## config.mk

```make
export PLATFORM = sky130hd
export DESIGN_NAME = sd_receive_flat
export DESIGN_NICKNAME = d
export VERILOG_FILES = /design/src/rtl/sd_pkg.sv /design/src/rtl/sd_receive_if.sv /design/src/rtl/sd_crc7_serial.sv /design/src/rtl/sd_receive.sv /design/src/flat_wrapper.sv
export SDC_FILE = /design/constraint.sdc
export NUM_CORES = 1
export LEC_CHECK = 0
export ABC_AREA = 1
export ABC_CLOCK_PERIOD_IN_PS = 2800
export BUFFER_PORTS_ARGS = -buffer_cell sky130_fd_sc_hd__clkbuf_2
export CAP_MARGIN = 25
export CELL_PAD_IN_SITES_DETAIL_PLACEMENT = 0
export CELL_PAD_IN_SITES_GLOBAL_PLACEMENT = 1
export CORE_MARGIN = 2
export CORE_UTILIZATION = 25
export CTS_CLUSTER_DIAMETER = 60
export CTS_CLUSTER_SIZE = 10
export DETAILED_ROUTE_END_ITERATION = 12
export GPL_ROUTABILITY_DRIVEN = 0
export GPL_TIMING_DRIVEN = 0
export PLACE_DENSITY = 0.5
export REMOVE_ABC_BUFFERS = 1
export SLEW_MARGIN = 10
export SYNTH_ARGS = -nofsm -noshare
export SYNTH_HDL_FRONTEND = slang
export SYNTH_SLANG_ARGS = --single-unit
export TNS_END_PERCENT = 100
```

## constraint.sdc

```tcl
create_clock -name sd_clk -period 2.8 [get_ports sd_clk]
set_input_delay 0.42 -clock sd_clk [delete_from_list [all_inputs] [get_ports sd_clk]]
set_output_delay 0.42 -clock sd_clk [all_outputs]
set_load 0.05 [all_outputs]
```

## src/rtl/sd_pkg.sv

```systemverilog
// Shared SD host definitions: response lengths, response-type and receiver
// state encodings, and the CRC7 (x^7+x^3+1) single-bit update.
package sd_pkg;

  localparam int unsigned RESP_LEN_48  = 48;
  localparam int unsigned RESP_LEN_136 = 136;
  localparam logic [6:0]  CRC7_POLY    = 7'h09;

  typedef enum logic [1:0] {
    RESP_48_CRC   = 2'd0,
    RESP_48_NOCRC = 2'd1,
    RESP_136      = 2'd2
  } resp_type_e;

  typedef enum logic [1:0] {
    IDLE       = 2'd0,
    WAIT_START = 2'd1,
    RECEIVE    = 2'd2,
    DONE       = 2'd3
  } rx_state_e;

  // Encoding 3 is reserved and behaves like a plain 48-bit CRC response.
  function automatic resp_type_e decode_resp_type(input logic [1:0] code);
    resp_type_e t;
    case (code)
      2'd1:    t = RESP_48_NOCRC;
      2'd2:    t = RESP_136;
      default: t = RESP_48_CRC;
    endcase
    return t;
  endfunction

  function automatic logic [6:0] crc7_step(input logic [6:0] crc, input logic bit_in);
    logic fb;
    fb = bit_in ^ crc[6];
    return {crc[5:0], 1'b0} ^ (fb ? CRC7_POLY : 7'h00);
  endfunction

endpackage

```

## src/rtl/sd_receive_if.sv

```systemverilog
// Command-line response bus between the command sequencer (master) and the
// response receiver (slave); sd_cmd is carried here as the card's line.
interface sd_receive_if;

  logic         rx_en;
  logic [1:0]   resp_type;
  logic [5:0]   exp_idx;
  logic         sd_cmd;
  logic         busy;
  logic         resp_valid;
  logic [5:0]   resp_idx;
  logic [119:0] resp_data;
  logic         crc_err;
  logic         frame_err;
  logic         idx_err;
  logic         timeout;

  modport master (
    output rx_en, resp_type, exp_idx, sd_cmd,
    input  busy, resp_valid, resp_idx, resp_data,
    input  crc_err, frame_err, idx_err, timeout
  );

  modport slave (
    input  rx_en, resp_type, exp_idx, sd_cmd,
    output busy, resp_valid, resp_idx, resp_data,
    output crc_err, frame_err, idx_err, timeout
  );

endinterface

```

## src/rtl/sd_crc7_serial.sv

```systemverilog
// Bit-serial CRC7 generator shared by the SD command transmitter and receiver.
module sd_crc7_serial
  import sd_pkg::*;
(
  input  logic       clk,
  input  logic       reset,
  input  logic       clear,
  input  logic       enable,
  input  logic       data_in,
  output logic [6:0] crc
);

  logic [6:0] crc_r;

  // CRC state: clear has priority over a data bit in the same cycle
  always_ff @(posedge clk or negedge reset) begin
    if (!reset) begin
      crc_r <= 7'h00;
    end else if (clear) begin
      crc_r <= 7'h00;
    end else if (enable) begin
      crc_r <= crc7_step(crc_r, data_in);
    end else begin
      crc_r <= crc_r;
    end
  end

  assign crc = crc_r;

endmodule

```

## src/rtl/sd_receive.sv

```systemverilog
// SD command-line response receiver (48-bit and 136-bit frames, CRC7 and framing).
// Optional build macro SD_RX_IDX_CHECK_EN enables command-index echo checking.
module sd_receive
  import sd_pkg::*;
#(
  parameter int unsigned TIMEOUT_CYCLES = 64
) (
  input logic         sd_clk,
  input logic         reset,
  sd_receive_if.slave rx
);

  localparam int unsigned TW      = $clog2(TIMEOUT_CYCLES + 1);
  localparam logic [TW-1:0] TO_LAST = TW'(TIMEOUT_CYCLES - 1);
  localparam logic [7:0]  LAST_48  = 8'(RESP_LEN_48 - 1);
  localparam logic [7:0]  LAST_136 = 8'(RESP_LEN_136 - 1);

  rx_state_e    state_r;
  resp_type_e   type_r;
  logic [TW-1:0] wait_cnt_r;
  logic [7:0]   bit_cnt_r;
  logic [134:0] sr_r;
  logic         busy_r;
  logic         resp_valid_r;
  logic [5:0]   resp_idx_r;
  logic [119:0] resp_data_r;
  logic         crc_err_r;
  logic         frame_err_r;
  logic         idx_err_r;
  logic         timeout_r;
`ifdef SD_RX_IDX_CHECK_EN
  logic [5:0]   exp_idx_r;
`endif

  logic [6:0]   crc_s;
  logic         crc_clr_s;
  logic         crc_en_s;
  logic [5:0]   dec_idx_s;
  logic [119:0] dec_data_s;
  logic         dec_crc_err_s;
  logic         dec_frame_err_s;
  logic         dec_idx_err_s;

  // CRC gating: the start bit seeds 48-bit frames; R2 skips its 8-bit header.
  // In RECEIVE the bit being sampled is bit_cnt_r-1, so bits 127..8 map to 128..9.
  always_comb begin
    crc_clr_s = (state_r == IDLE) && rx.rx_en;
    crc_en_s  = 1'b0;
    if (state_r == WAIT_START) begin
      crc_en_s = (rx.sd_cmd == 1'b0) && (type_r != RESP_136);
    end else if (state_r == RECEIVE) begin
      crc_en_s = (bit_cnt_r >= 8'd9) && (bit_cnt_r <= 8'd128);
    end else begin
      crc_en_s = 1'b0;
    end
  end

  sd_crc7_serial u_crc7 (
    .clk     (sd_clk),
    .reset   (reset),
    .clear   (crc_clr_s),
    .enable  (crc_en_s),
    .data_in (rx.sd_cmd),
    .crc     (crc_s)
  );

  // Field decode from the completed frame held in the shift register
  always_comb begin
    dec_idx_s       = 6'd0;
    dec_data_s      = 120'd0;
    dec_frame_err_s = 1'b0;
    if (type_r == RESP_136) begin
      dec_idx_s       = sr_r[133:128];
      dec_data_s      = sr_r[127:8];
      dec_frame_err_s = sr_r[134] | ~sr_r[0];
    end else begin
      dec_idx_s       = sr_r[45:40];
      dec_data_s      = {88'd0, sr_r[39:8]};
      dec_frame_err_s = sr_r[46] | ~sr_r[0];
    end
    if (type_r == RESP_48_NOCRC) begin
      dec_crc_err_s = 1'b0;
    end else begin
      dec_crc_err_s = (crc_s != sr_r[7:1]);
    end
`ifdef SD_RX_IDX_CHECK_EN
    dec_idx_err_s = (type_r == RESP_48_CRC) && (dec_idx_s != exp_idx_r);
`else
    dec_idx_err_s = 1'b0;
`endif
  end

  // Receive sequencer: arm, start-bit search with NCR timeout, shifting, result capture
  always_ff @(posedge sd_clk or negedge reset) begin
    if (!reset) begin
      state_r      <= IDLE;
      type_r       <= RESP_48_CRC;
      wait_cnt_r   <= '0;
      bit_cnt_r    <= 8'd0;
      sr_r         <= 135'd0;
      busy_r       <= 1'b0;
      resp_valid_r <= 1'b0;
      resp_idx_r   <= 6'd0;
      resp_data_r  <= 120'd0;
      crc_err_r    <= 1'b0;
      frame_err_r  <= 1'b0;
      idx_err_r    <= 1'b0;
      timeout_r    <= 1'b0;
`ifdef SD_RX_IDX_CHECK_EN
      exp_idx_r    <= 6'd0;
`endif
    end else begin
      resp_valid_r <= 1'b0;
      timeout_r    <= 1'b0;
      case (state_r)
        IDLE: begin
          if (rx.rx_en) begin
            type_r     <= decode_resp_type(rx.resp_type);
`ifdef SD_RX_IDX_CHECK_EN
            exp_idx_r  <= rx.exp_idx;
`endif
            wait_cnt_r <= '0;
            sr_r       <= 135'd0;
            busy_r     <= 1'b1;
            state_r    <= WAIT_START;
          end else begin
            busy_r     <= 1'b0;
          end
        end
        WAIT_START: begin
          // A start bit on the final allowed edge still wins over the timeout.
          if (rx.sd_cmd == 1'b0) begin
            bit_cnt_r <= (type_r == RESP_136) ? LAST_136 : LAST_48;
            sr_r      <= {sr_r[133:0], rx.sd_cmd};
            state_r   <= RECEIVE;
          end else if (wait_cnt_r == TO_LAST) begin
            timeout_r <= 1'b1;
            busy_r    <= 1'b0;
            state_r   <= IDLE;
          end else begin
            wait_cnt_r <= wait_cnt_r + TW'(1);
          end
        end
        RECEIVE: begin
          sr_r      <= {sr_r[133:0], rx.sd_cmd};
          bit_cnt_r <= bit_cnt_r - 8'd1;
          if (bit_cnt_r == 8'd1) begin
            state_r <= DONE;
          end else begin
            state_r <= RECEIVE;
          end
        end
        DONE: begin
          resp_valid_r <= 1'b1;
          resp_idx_r   <= dec_idx_s;
          resp_data_r  <= dec_data_s;
          crc_err_r    <= dec_crc_err_s;
          frame_err_r  <= dec_frame_err_s;
          idx_err_r    <= dec_idx_err_s;
          busy_r       <= 1'b0;
          state_r      <= IDLE;
        end
        default: begin
          busy_r  <= 1'b0;
          state_r <= IDLE;
        end
      endcase
    end
  end

  assign rx.busy       = busy_r;
  assign rx.resp_valid = resp_valid_r;
  assign rx.resp_idx   = resp_idx_r;
  assign rx.resp_data  = resp_data_r;
  assign rx.crc_err    = crc_err_r;
  assign rx.frame_err  = frame_err_r;
  assign rx.idx_err    = idx_err_r;
  assign rx.timeout    = timeout_r;

endmodule

```

## src/flat_wrapper.sv

```systemverilog
// flat-port wrapper written by rule: the top's interface ports become plain ports
module sd_receive_flat import sd_pkg::*;
#(
  parameter int unsigned TIMEOUT_CYCLES = 64
)
  (sd_clk, reset, rx_rx_en, rx_resp_type, rx_exp_idx, rx_sd_cmd, rx_busy, rx_resp_valid, rx_resp_idx, rx_resp_data, rx_crc_err, rx_frame_err, rx_idx_err, rx_timeout);
  sd_receive_if rx_i ();
  input logic sd_clk;
  input logic reset;
  input wire logic [$bits(rx_i.rx_en)-1:0] rx_rx_en;
  input wire logic [$bits(rx_i.resp_type)-1:0] rx_resp_type;
  input wire logic [$bits(rx_i.exp_idx)-1:0] rx_exp_idx;
  input wire logic [$bits(rx_i.sd_cmd)-1:0] rx_sd_cmd;
  output wire logic [$bits(rx_i.busy)-1:0] rx_busy;
  output wire logic [$bits(rx_i.resp_valid)-1:0] rx_resp_valid;
  output wire logic [$bits(rx_i.resp_idx)-1:0] rx_resp_idx;
  output wire logic [$bits(rx_i.resp_data)-1:0] rx_resp_data;
  output wire logic [$bits(rx_i.crc_err)-1:0] rx_crc_err;
  output wire logic [$bits(rx_i.frame_err)-1:0] rx_frame_err;
  output wire logic [$bits(rx_i.idx_err)-1:0] rx_idx_err;
  output wire logic [$bits(rx_i.timeout)-1:0] rx_timeout;
  assign rx_i.rx_en = rx_rx_en;
  assign rx_i.resp_type = rx_resp_type;
  assign rx_i.exp_idx = rx_exp_idx;
  assign rx_i.sd_cmd = rx_sd_cmd;
  assign rx_busy = rx_i.busy;
  assign rx_resp_valid = rx_i.resp_valid;
  assign rx_resp_idx = rx_i.resp_idx;
  assign rx_resp_data = rx_i.resp_data;
  assign rx_crc_err = rx_i.crc_err;
  assign rx_frame_err = rx_i.frame_err;
  assign rx_idx_err = rx_i.idx_err;
  assign rx_timeout = rx_i.timeout;
  sd_receive #(.TIMEOUT_CYCLES(TIMEOUT_CYCLES)) u_core (.sd_clk(sd_clk), .reset(reset), .rx(rx_i));
endmodule
```

==> results of run 1 <==
state kept, by name, indices dropped and copies added (netlist names), 2 cells and up, named ones only:
signal               count
u_core.rx.resp_data    120
u_core.u_crc7.crc        7
u_core.wait_cnt_r        7
u_core.bit_cnt_r         8
u_core.type_r            2
u_core.rx.resp_idx       6
u_core.sr_r            135
routing by layer:
| metal | GRT usage [%] | vias to the layer above | share of wire (%) |
|---|---|---|---|
| met5 | 0 | - | 0 |
| met4 | 3.82 | 0 | 2.2 |
| met3 | 2.80 | 49 | 4.2 |
| met2 | 20.3 | 127 | 45 |
| met1 | 17.7 | 4480 | 48 |
| li1 | - | 4630 | - |
what timing repair did:
action | 4_1_cts | 5_1_grt
hold buffers | 1 | 0
endpoints found under the setup margin | 0 | 30
hold endpoints to repair | 73 | 0
synthesized netlist by cell type, drive strengths merged:
cell type,instances
xnor2,5
nand4,2
nand2,466
o21ai,31
ha,7
a31oi,1
dfrtp,292
nor2,167
nor3,2
or2,1
nand3,115
a22oi,3
conb,1
nand3b,1
buf,47
clkbuf,36
xor2,7
inv,41
o31ai,7
a21oi,138
clkinv,1
per-stage QoR:
step	hold WS, ps	utilization [%]
after floorplan	124	-
after CTS	43.1	31.6
final	75.8	31.6
after global placement	455	27.7
after detailed placement	462	29.0
after global routing	70.0	31.6
placed cells by master, fill, tap and decap left out, drive strengths merged:
master         n
o31ai          7
xnor2          5
bufinv         4
clkbuf       182
nand4          2
xor2           7
nand3b         1
a31oi          1
nand2        466
nor3           2
or2            1
dlygate4sd3    1
nor2         167
buf           24
conb           1
a22oi          3
a21oi        139
ha             7
clkinv         7
o21ai         31
inv           43
nand3        115
dfrtp        292
final timing paths:
path                                                           from                                  end  slack [ps]  cells past startpoint
worst max-delay path                  u_core.state_r[0]$_DFFE_PN0P_          u_core.sr_r[60]$_DFFE_PN0P_         240                     11
worst min-delay path                                rx_resp_type[1]         u_core.type_r[0]$_DFFE_PN0P_          80                      2
worst max register to register        u_core.state_r[0]$_DFFE_PN0P_          u_core.sr_r[60]$_DFFE_PN0P_         240                     11
worst min register to register  u_core.rx.resp_data[27]$_DFFE_PN0P_  u_core.rx.resp_data[27]$_DFFE_PN0P_         470                      2
max in group asynchronous                                     reset         u_core.sr_r[126]$_DFFE_PN0P_        1000                      4
min in group asynchronous                                     reset       u_core.rx.resp_valid$_DFF_PN0_         490                      2
kinds of logic after synthesis:
logic type / after synthesis / share of synthesized area (%)
simple gates: 754 / 24.7
flops: 292 / 60.1
compound gates: 180 / 9.20
buf+inv: 125 / 4.32
xor+xnor: 12 / 0.865
fa+ha+maj: 7 / 0.721
other cells: 1 / 0.0309
layout make-up:
class	instances	area, sq um
clock buffer	46	1050
clock inverter	12	179
fill	5075	32700
inverter	42	163
multi-input combinational	955	4350
sequential	292	7310
tap	615	769
timing repair buffer	161	1290
==> run metrics, run 1 <==
starting density of the core between 20% and 30%; HPWL Detailed 19300 um; IO Pins 144; H-tree Lvls 2; Area after DPL about 14000 sq um; Detailed Routing Iterations Pass 1 4; Chip Height roughly 220 um; final WL ~32000 um; placed instance count roughly 2.1k; die extent in x 224 um; IO buf count 136; first-pass GRT wire length 52000 um; Crit path max-delay family buffers and inverters; unrepaired setup endpoints after global routing false; CTS sink cnt between 200 and 300; wire per inst 14.9 um; n_diodes 0; area grow syn2layout 24.3%; Seq/Total Area, Yosys between 60% and 70%; syn avg cell area ~8.9 sq um; later-pin clock latency in the skew report 550 ps; Slew @ Worst Pin 723 ps; CTS tree built; crit-path max FO 30; vias in the first global route a little over 9k; DR vias roughly 9.3k; global route total overflow 0; initial antenna violation count 0; Max Root-Sink Buffers 3; required time of the critical path about 3300 ps; GRT Overall Usage between 10% and 20%; largest net degree at the start of global routing 83; cell taking the most area after synthesis dfrtp_1; YS warnings 0; maxcap violations 0; Syn Inst Count between 1k and 1.5k; Max Freq roughly 0.39 GHz; fraction of layout instances using a drive strength above 1 about 18%; post-route setup slack roughly 240 ps; cell area after layout roughly 15000 sq um; vias per inst 4.37; number of CTS-inserted buffers 39; critical path type flip-flop to flip-flop; fin. max-slew vios 0; post-CTS sizing 0; setup TNS 0 ps; Die ar. ~50000 sq um; Post-DRT Antenna Nets 0; worst slack at placement roughly 64 ps; CTS Root Cell clkbuf_16; endpoints failing hold 0; clock transition at the registers of the reported paths around 50 ps; status completed; Startpoint Class flip-flop; core region area 47800 sq um; final setup violating endpoints 0; Final min period between 2000 and 3000 ps; First DRT Iteration DRCs 462; WP buf/inv 6; Max-slew headroom 51.7%; CP max stage cell a21oi_4; Final Skew 20.2 ps; CP peak stage delay 460 ps; CP Cell Sequence inv_1 > ha_1 > inv_1 > nand2_1 > a21oi_4 > buf_16 > buf_12 > buf_16 > buf_12 > nor2_1 > a21oi_1; WP data arrival about 3000 ps; final worst-path cycle share between 90 and 100%; Post CTS Setup Buffer Count 0; CP endpoint kind flip-flop; Synth area leaders dfrtp_1 (60%), nand2_1 (14%), nor2_1 (5.1%); Synth top area share between 60 and 70%; Synth cell types 31; Mapped Area between 10000 and 15000 sq um; # rows 80; DRC Markers 0; Post-Layout Cell Count approximately 2.1k; # nets final 1510; post-synthesis register bit count 292; worst hold path type input pin to flip-flop
Power of run 1 is not shown: default switching activity piles up to over one toggle a cycle in this logic, so the estimate is an artifact.
==> inputs of run 2 (changes only) <==
Settings changed: CAP_MARGIN 25 to 10, CORE_MARGIN 2 to 5.
==> run metrics, run 2 (synthesis results as in run 1) <==
CTS sink cnt 292; final setup violating endpoints 0; First DRT Iteration DRCs 573; M3 GR Usage 2.45%; fin. max-slew vios 0; global route total overflow 0; Final Skew ~12 ps; vias per inst between 4 and 5; final worst-path cycle share just under 90%; GRT Overall Usage roughly an eighth; IO buf count 136; IO Pins between 100 and 150; Final min period between 2000 and 2500 ps; HPWL Detailed roughly 20000 um; DRC Markers 0; CTS tree built; Post-DRT Antenna Nets 0; Die ar. roughly 53000 sq um; number of CTS-inserted buffers 39; WP data arrival between 2000 and 3000 ps; Startpoint Class flip-flop; setup TNS 0 ps; wire per inst approximately 15 um; Max Freq just over 0.4 GHz; met1 Track Usage GR 17.1%; Max Root-Sink Buffers 3; vias in the first global route about 9.7k; Detailed Routing Iterations Pass 1 4; most common cell after layout, fill and taps aside nand2_1; maxcap violations 0; most frequent cells in the layout nand2_1 (465), dfrtp_1 (292), nor2_1 (165); Chip Height 230 um; die extent in x ~230 um; later-pin clock latency in the skew report roughly 540 ps; Slew @ Worst Pin 717 ps; clock transition at the registers of the reported paths roughly 60 ps; critical path type flip-flop to flip-flop; n_diodes 0; H-tree Lvls 2; Max-slew headroom 52.1%; CP endpoint kind flip-flop; final WL between 30000 and 40000 um; DR vias 9261; core region area between 40000 and 50000 sq um; first-pass GRT wire length ~55000 um; met2 Use GR ~20%; # nets final ~1.5k; endpoints failing hold 0; status completed; Biggest register u_core.sr_r; worst hold path type input pin to flip-flop; initial antenna violation count 0; cell area after layout approximately 15000 sq um; largest net degree at the start of global routing 73; fraction of layout instances using a drive strength above 1 between 15 and 20%; # rows 80; CTS Root Cell clkbuf_16; GR peak layer met2; max reg flops about 140; starting density of the core approximately a quarter; crit-path max FO 29; required time of the critical path approximately 3300 ps; area grow syn2layout 24.2%; unrepaired setup endpoints after global routing false; post-CTS sizing 0; Area after DPL around 14000 sq um; hold_ws just over 80 ps
run 2: changes by cell type in the layout (fill, tap and decap cells not counted):
cell        change
clkbuf_1        +3
clkinv_8        -1
clkinv_2        -4
clkinv_4        +2
clkbuf_16       -1
bufinv_16       -2
a21oi_2         -1
buf_16          +2
buf_4           +3
clkinvlp_4      +1
run 2: per-stage QoR:
stage / worst slack (ps) / std cells / util (%)
after global routing: 46.8 / 2125 / 31.5
after CTS: 94.7 / 2121 / 31.4
after detailed placement: 113 / 2064 / 29.0
after global placement: -7170 / 2039 / 27.6
final: 333 / 2125 / 31.5
after floorplan: -2210 / 1288 / -
run 2: area by class of cell:
cell class | count | area, sq um
well taps | 615 | 769
repair buffers | 166 | 1370
clock inverters | 8 | 108
clock buffers | 48 | 1040
flip-flops and latches | 292 | 7310
fillers | 5121 | 32900
multi-input cells | 954 | 4340
inverters | 42 | 163
run 2: routing by layer:
metal / wire [um] / share of wire, %
met2: 14700 / 46
met4: 857 / 2.7
met1: 15500 / 48
met5: 0 / 0
met3: 1230 / 3.8
run 2: final timing paths:
kind                                                       to  cells after the start                               start  slack [ps]
setup / recovery                 u_core.sr_r[110]$_DFFE_PN0P_                      8       u_core.state_r[0]$_DFFE_PN0P_         330
hold / removal                   u_core.type_r[0]$_DFFE_PN0P_                      2                     rx_resp_type[1]          80
setup reg to reg                 u_core.sr_r[110]$_DFFE_PN0P_                      8       u_core.state_r[0]$_DFFE_PN0P_         330
max in group asynchronous        u_core.sr_r[123]$_DFFE_PN0P_                      4                               reset        1360
hold reg to reg            u_core.rx.resp_data[4]$_DFFE_PN0P_                      2  u_core.rx.resp_data[4]$_DFFE_PN0P_         470
min in group asynchronous         u_core.sr_r[14]$_DFFE_PN0P_                      2                               reset         400
run 2: what timing repair did:
action | CTS | global route
hold endpoints to repair | 42 | 0
setup endpoints to repair | 0 | 12
setup buffers | 0 | 4
hold buffers | 1 | 0
run 2: worst max-delay path: stages (launching register included):
cell and delay (ps):
dfrtp_1 440, inv_1 110, ha_1 380, nor2_1 180, nor2_4 560, buf_12 270, buf_12 200, nand2_1 90
a21oi_2 140
Power of run 2 is left out for the same reason.
